$ cat config.mk
export PLATFORM = sky130hd
export DESIGN_NAME = reg_write_arbiter
export DESIGN_NICKNAME = d
export VERILOG_FILES = /design/src/rtl/rf_arb_pkg.sv /design/src/rtl/rr_picker.sv /design/src/rtl/reg_write_arbiter.sv
export SDC_FILE = /design/constraint.sdc
export NUM_CORES = 1
export LEC_CHECK = 0
export ABC_AREA = 1
export BUFFER_PORTS_ARGS = -buffer_cell sky130_fd_sc_hd__buf_4
export CORE_UTILIZATION = 43
export DETAILED_ROUTE_END_ITERATION = 10
export GPL_TIMING_DRIVEN = 0
export PLACE_DENSITY_LB_ADDON = 0.12
export SLEW_MARGIN = 20
export SYNTH_ARGS = -nofsm -noshare
export SYNTH_HDL_FRONTEND = slang
export SYNTH_SLANG_ARGS = --single-unit
$ cat constraint.sdc
create_clock -name CLK -period 1.89 [get_ports CLK]
set_input_delay 0.567 -clock CLK [delete_from_list [all_inputs] [get_ports CLK]]
set_output_delay 0.567 -clock CLK [all_outputs]
set_load 0.005 [all_outputs]
$ cat src/rtl/rf_arb_pkg.sv
// Shared constants and types for the register-file write arbiter.
package rf_arb_pkg;

  localparam int RF_W = 8;
  localparam int RF_D = 4;
  localparam int RF_N = 3;

  localparam int REQ_ALU  = 0;
  localparam int REQ_LOAD = 1;
  localparam int REQ_DBG  = 2;

  typedef enum logic {ARB_IDLE, ARB_PENDING} arb_state_t;

  function automatic int idx_width(input int n);
    return (n > 1) ? $clog2(n) : 1;
  endfunction

endpackage

$ cat src/rtl/rr_picker.sv
// Combinational winner selection among write requesters.
// RF_ARB_FIXED_PRIO_EN: lowest index always wins and ptr is ignored.
module rr_picker import rf_arb_pkg::*; #(
  parameter int N  = RF_N,
  parameter int IW = idx_width(N)
) (
  input  logic [N-1:0]  req,
  input  logic [IW-1:0] ptr,
  output logic [N-1:0]  onehot,
  output logic [IW-1:0] idx
);

  int            cand;
  logic [IW-1:0] sel;
  logic          found;

`ifdef RF_ARB_FIXED_PRIO_EN
  logic unused_ptr;
  assign unused_ptr = ^ptr;
`endif

  always_comb begin
    onehot = '0;
    idx    = '0;
    found  = 1'b0;
    cand   = 0;
    sel    = '0;
    for (int i = 0; i < N; i++) begin
`ifdef RF_ARB_FIXED_PRIO_EN
      cand = i;
`else
      // search begins at ptr and wraps past the top index
      cand = int'(ptr) + i;
      if (cand >= N) cand = cand - N;
`endif
      sel = IW'(cand);
      if (!found && req[sel]) begin
        found       = 1'b1;
        onehot[sel] = 1'b1;
        idx         = sel;
      end
    end
  end

endmodule

$ cat src/rtl/reg_write_arbiter.sv
// Register-file write port arbiter: captures one request per even phase, writes it in the odd slot.
// RF_ARB_FIXED_PRIO_EN selects fixed lowest-index priority instead of round-robin.
module reg_write_arbiter import rf_arb_pkg::*; #(
  parameter int W = RF_W,
  parameter int D = RF_D,
  parameter int N = RF_N
) (
  input  logic                CLK,
  input  logic                RST_N,
  input  logic                phase_odd,
  input  logic [N-1:0]        req,
  input  logic [N-1:0][D-1:0] req_addr,
  input  logic [N-1:0][W-1:0] req_data,
  output logic [N-1:0]        gnt,
  output logic                write_en,
  output logic [D-1:0]        waddr,
  output logic [W-1:0]        data_out,
  input  logic [D-1:0]        raddrA,
  input  logic [D-1:0]        raddrB,
  output logic                stall
);

  localparam int IW = idx_width(N);

  arb_state_t    state;
  logic [D-1:0]  hold_addr;
  logic [W-1:0]  hold_data;
  logic [N-1:0]  win_onehot;
  logic [IW-1:0] win_idx;
  logic [IW-1:0] ptr;
  logic          pending;
  logic          capture;
  logic          slot_done;

  assign pending   = (state == ARB_PENDING);
  assign capture   = (state == ARB_IDLE) && !phase_odd && (|req);
  assign slot_done = pending && phase_odd;

  rr_picker #(.N(N), .IW(IW)) u_picker (
    .req    (req),
    .ptr    (ptr),
    .onehot (win_onehot),
    .idx    (win_idx)
  );

`ifdef RF_ARB_FIXED_PRIO_EN
  assign ptr = '0;
`else
  logic [IW-1:0] last_idx;

  // pointer moves only once the granted write has actually used its slot
  always_ff @(posedge CLK or negedge RST_N) begin
    if (!RST_N) begin
      ptr      <= '0;
      last_idx <= '0;
    end else begin
      if (capture) last_idx <= win_idx;
      if (slot_done) ptr <= (last_idx == IW'(N - 1)) ? '0 : last_idx + IW'(1);
    end
  end
`endif

  always_ff @(posedge CLK or negedge RST_N) begin
    if (!RST_N) begin
      state     <= ARB_IDLE;
      hold_addr <= '0;
      hold_data <= '0;
      gnt       <= '0;
    end else begin
      gnt <= '0;
      if (capture) begin
        state     <= ARB_PENDING;
        hold_addr <= req_addr[win_idx];
        hold_data <= req_data[win_idx];
        gnt       <= win_onehot;
      end else if (slot_done) begin
        state <= ARB_IDLE;
      end
    end
  end

  // writes to register 0 consume the slot without touching the file
  assign write_en = slot_done && (hold_addr != '0);
  assign waddr    = hold_addr;
  assign data_out = hold_data;

  assign stall = pending &&
                 (((raddrA != '0) && (raddrA == hold_addr)) ||
                  ((raddrB != '0) && (raddrB == hold_addr)));

endmodule

== After elaboration in Yosys (flattened, before gate mapping) ==
Cells that the tools add are included.

* Add/sub/neg operators: 6
* Magnitude comparators: 10
* Equal/unequal tests: 3
* Mux-type cells: 31
* Bitwise logic cells: 3
* Reductions and logical operators: 21

{| class="wikitable"
|+ Operators by type and width
! cell !! number
|-
| $bmux W8 S2 || 1
|-
| $mux W2 || 7
|-
| $logic_and A1 B1 Y1 || 12
|-
| $lt A2 B3 Y1 const B || 4
|-
| $mux W3 || 4
|-
| $reduce_bool A4 Y1 || 3
|-
| $mux W1 || 10
|-
| $bmux W4 S2 || 1
|-
| $eq A4 B4 Y1 || 2
|-
| $mux W8 || 1
|-
| $bmux W1 S2 || 3
|-
| $demux W1 S2 || 3
|-
| $ge A2 B1 Y1 const B || 3
|-
| $ge A3 B2 Y1 const B || 2
|-
| $or A3 B3 Y3 || 2
|-
| $mux W4 || 1
|-
| $sub A2 B1 Y2 const B || 2
|-
| $add A2 B1 Y3 const B || 1
|-
| $add A2 B2 Y3 const B || 1
|-
| $logic_not A1 Y1 || 3
|-
| $reduce_or A3 Y1 || 1
|-
| $add A2 B1 Y2 const B || 1
|-
| $eq A2 B2 Y1 const B || 1
|-
| $ge A2 B2 Y1 const B || 1
|-
| 4 further kinds || 4
|}

* Bits in registers: 20
* Input port bits: 50
* Output and inout port bits: 17
* Logic and storage cells: 80

== Logic depth before layout (Yosys ltp) ==
* Depth after elaboration: 13
* Mapped depth: 15
* Depth with buffers taken out: 14

== Cells and area by module ==
From an unflattened synthesis, not the netlist that was laid out.

* Cells, all modules: 231
* Area total of the unflattened synthesis: 1,485.2 µm²

{| class="wikitable"
|+ By module, submodules not included
! module !! instances !! cells an instance !! area each (µm²) !! sequential area each (µm²)
|-
| reg_write_arbiter || 1 || 169 || 1,168.6 || 500.5
|-
| rr_picker || 1 || 62 || 316.6 || 0.0
|}

== Worst setup path before layout ==
Ideal clock, no wire load.

* Path type: register -> register
* Start: reg ptr[0]
* End: reg hold_data[5] (netlist: data_out[5])
* Setup time: 122 ps
* Arrival time: 1,777 ps
* Required time: 1,768 ps
* Setup slack: -8 ps
* Cell stages (with the launch flop): 14
* Path buffers: 1
* Period minus slack after synthesis: 1,898 ps
* Cells stage by stage: dfrtp_1 -> inv_1 -> ha_1 -> inv_2 -> nand2_1 -> nand3_2 -> nand2_2 -> nor2_1 -> nand2_1 -> nand2_1 -> nand2_2 -> buf_6 -> a21oi_1 -> a21oi_2

* Cells in the longest elaborated chain, start to end: 13
* Elaborated cells between the ends (all ways): 28
* Those cells by class: 5 x add/sub; 3 x order compare; 16 x mux; 4 x reduce/logical

{| class="wikitable"
|+ RTL lines
! item !! RTL line !! RTL
|-
| start: declaration || reg_write_arbiter.sv:30 || <nowiki>logic [IW-1:0] ptr;</nowiki>
|-
| start signal: assignment || reg_write_arbiter.sv:58 || <nowiki>if (slot_done) ptr <= (last_idx == IW'(N - 1)) ? '0 : last_idx + IW'(1);</nowiki>
|-
| parallel branches: the longest is 10 deep, another holds $add A2 B1 Y3 || - ||
|-
| $mux W2 (*) || rr_picker.sv:37 || <nowiki>if (!found && req[sel]) begin</nowiki>
|-
| $bmux W8 S2 (*) || reg_write_arbiter.sv:74 || <nowiki>hold_data <= req_data[win_idx];</nowiki>
|-
| $mux W8 (not written as such) (*) || reg_write_arbiter.sv:74 ||
|-
| end signal: assignment || reg_write_arbiter.sv:74 ||
|-
| end: declaration || reg_write_arbiter.sv:27 || <nowiki>logic [W-1:0] hold_data;</nowiki>
|}

Mark *: on every way between the ends. The select of a mux whose other input is x is not followed.
A chain may end at the register's enable or synchronous reset.

== Worst setup path after layout ==
* Start: reg hold_addr[1] (netlist: waddr[1])
* End: out stall

* Cells in the longest elaborated chain, start to end: 4
* Elaborated cells between the ends (all ways): 6
* Those cells by class: 2 x eq/ne; 4 x reduce/logical

{| class="wikitable"
|+ RTL lines
! item !! RTL line !! RTL
|-
| start: declaration || reg_write_arbiter.sv:26 || <nowiki>logic [D-1:0] hold_addr;</nowiki>
|-
| start signal: assignment || reg_write_arbiter.sv:73 || <nowiki>hold_addr <= req_addr[win_idx];</nowiki>
|-
| $eq A4 B4 Y1 (on tied branches) || reg_write_arbiter.sv:88, reg_write_arbiter.sv:89 ||
|-
| $logic_and A1 B1 Y1 (on tied branches) || reg_write_arbiter.sv:88, reg_write_arbiter.sv:89 ||
|-
| $logic_or A1 B1 Y1 (*) || reg_write_arbiter.sv:88 || <nowiki>(((raddrA != '0) && (raddrA == hold_addr)) ||</nowiki>
|-
| $logic_and A1 B1 Y1 (*) || reg_write_arbiter.sv:87 || <nowiki>assign stall = pending &&</nowiki>
|-
| end: declaration || reg_write_arbiter.sv:20 || <nowiki>output logic stall</nowiki>
|}

Mark *: on every way between the ends. The rest lies on a longest branch, timed or not.

==> flow_metrics.env <==
export IMPL_via_per_inst=5.01
export IMPL_min_path_type="in -> async"
export IMPL_criticalPathCategory="reg -> out"
export IMPL_drc=0
export IMPL_clock_fmax_ghz=0.482
export IMPL_ys_seq_area_share_pct=31.9
export IMPL_power_leakage_nw=1.26
export IMPL_crit_path_max_fanout=4
export IMPL_synth_top_flop_cell="dfrtp_1"
export IMPL_cpPeakStageDelay_ns=0.44
export IMPL_synth_nets=276
export IMPL_ys_seq_elements=20
export IMPL_wl_per_cell_um=12.6
export IMPL_cts_root_buf="clkbuf_4"
export IMPL_grt_overflow_total=0
export IMPL_num_rows=21
export IMPL_rsz0062_at_grt="yes"
export IMPL_synth_commonest_cells="nand2_1, inv_1, nand3_1, nor2_1, a21oi_1"
export IMPL_cts_tree="yes"
export IMPL_place_area_um2=2130
export IMPL_cts_path_max_buffers=2
export IMPL_synth_most_common_cell="nand2_1"
export IMPL_place_inst=334
export IMPL_timing_final_crit_share_pct=110
export IMPL_yosysTopAreaCellShare_pct=31.9
export IMPL_gp_congestion=0.802
export IMPL_fin_worst_hold_slack_ns=0.113
export IMPL_core_um2=3420
export IMPL_power_density_nw_per_um2=1660
export IMPL_post_synth_top_area_cell="dfrtp_1"
export IMPL_fin_nets=359
export IMPL_required_ns=1.32
export IMPL_port_buffers=66
export IMPL_period_needed_ns=2.07
export IMPL_place_worst_setup_slack_ns=-0.232
export IMPL_drv_slew=0
export IMPL_die_area_um2=3890
export IMPL_routed_via_count=1753
export IMPL_num_io_pins=67
export IMPL_stdcell_count=350
export IMPL_cts_clk_slew_worst_paths_ns=0.13
export IMPL_ys_types=35
export IMPL_antenna_left=0
export IMPL_maxSlewHeadroom_pct=67.5
export IMPL_drt_iter0_drc=87
export IMPL_grt_pass1_vias=1670
export IMPL_clock_latency_ns=0.31
export IMPL_die_h_um=62.4
export IMPL_start_util_pct=45.9
export IMPL_syn_avg_cell_area_um2=7.06
export IMPL_setup_viol_count_final=14
export IMPL_synthTopCellsByArea="dfrtp_1, nand2_1, inv_1"
export IMPL_cp_num_buf_inv=1
export IMPL_yosys_warnings=0
export IMPL_antenna_found_initial=0
export IMPL_cts_inserted_buffers=3
export IMPL_grt_max_degree=21
export IMPL_wl_um=4410
export IMPL_finalSetupTns_ns=-1.19
export IMPL_final_layout_size_suffix_gt1_share_pct=50.7
export IMPL_num_antenna_cells=0
export IMPL_fin_skew_ns=0.0144
export IMPL_slowest_stage="dfrtp_1"
export IMPL_irDropWorstVdd_mv=1.25
export IMPL_finalHoldViolCount=0
export IMPL_async_flop_share_pct=100
export IMPL_place_hpwl_um=3040
export IMPL_run_status="complete, but fails checks"
export IMPL_dieWidth_um=62.4
export IMPL_violations="negative setup slack"
export IMPL_cp_end_kind="primary output"
export IMPL_clkSinkCount=20
export IMPL_cp_cell_sequence="xor2_1 -> nor4_1 -> o21ai_1 -> a21oi_1 -> buf_4"
export IMPL_grt_total_usage_pct=23.0
export IMPL_htreeDepth=1
export IMPL_synth_edf_count=0
export IMPL_synth_area_um2=1570
export IMPL_area_delta_synth_final_pct=60.7
export IMPL_worst_slack_ns=-0.184
export IMPL_stdcell_area_um2=2520
export IMPL_maxCapViolations=0
export IMPL_tightest_slew_ns=0.487
export IMPL_crit_arrival_ns=1.51
export IMPL_worstSetupStartpointType="flip-flop"
export IMPL_syn_inst=222
export IMPL_firstDrtPassIters=4
export IMPL_critPathTopFamily="flip-flops"
export IMPL_grt_pass1_wl_um=7120
-- kinds of logic (layout without fill, tap and decap cells) --
logic type / Yosys count / in the layout / synth area share, %
compound gates: 43 / 43 / 17.3
xor+xnor: 2 / 2 / 1.12
fa+ha+maj: 4 / 4 / 3.20
buf+inv: 44 / 126 / 11.5
flops: 20 / 20 / 31.9
simple gates: 109 / 109 / 35.0
-- sequential cells by signal (all words and copies together), names as in the netlist --
register  flops
last_idx      2
data_out      8
pending       1
ptr           2
gnt           3
waddr         4
-- path summary, 6_finish.rpt --
path	slack, ns	from	cells after the start	endpoint
worst min-delay path	0.11	RST_N	1	last_idx[1]
min in group CLK	0.43	phase_odd	2	pending
worst max register to register	-0.14	ptr[0]	15	waddr[2]
worst min register to register	0.47	last_idx[1]	1	ptr[0]
worst max-delay path	-0.18	waddr[1]	5	stall
max in group asynchronous	1.55	RST_N	1	data_out[7]
-- area by class of cell --
cell class	count	area, um2
buffer	3	23.8
fill	276	898
timing repair buffer	79	608
tap	46	57.6
multi-input combinational	158	1130
clock buffer	4	36.3
sequential	20	502
inverter	40	163
-- routing by layer --
metal	vias up	track usage [%]	wire length [um]
met5	-	0	0
met2	52	40.1	2220
li1	893	-	-
met4	0	9.59	76
met3	8	3.13	179
met1	800	28.3	1930
-- metrics by stage --
step / util, % / power [W]
finish: 73.7 / 0.00418
global route: 73.7 / 0.00450
CTS: 69.0 / 0.00384
detailed placement: 62.4 / 0.00307
global placement: 62.4 / 0.00306
floorplan: - / 0.00240
-- report_power, final --
| group | switching [W] | internal [W] |
|---|---|---|
| combinational | 0.00182 | 0.00136 |
| sequential | 0.000134 | 0.000611 |
| clock | 0.000142 | 0.000118 |
-- cell usage in the layout (no fill, tap or decap), types with 3 or more instances in the layout --
cell       n
a21oi_4    4
o21ai_0    3
nor2_4     3
clkbuf_4   3
ha_4       3
inv_2      6
nand2_2   15
nand2_4    5
nor2_1    20
a21oi_1   10
inv_1     31
buf_6      4
nand3_1   21
a21oi_2   11
buf_4     75
nand3_2    6
dfrtp_1   19
nand2_1   27
-- timing repair --
| action | CTS | global route |
|---|---|---|
| gates resized for setup | 38 | 33 |
| pin swaps | 14 | 16 |
| hold buffers | 0 | 0 |
| setup endpoints to repair | 14 | 17 |
| setup buffers | 8 | 4 |
| gates cloned | 1 | 0 |
No activity file was read; power rests on OpenSTA's default activity.
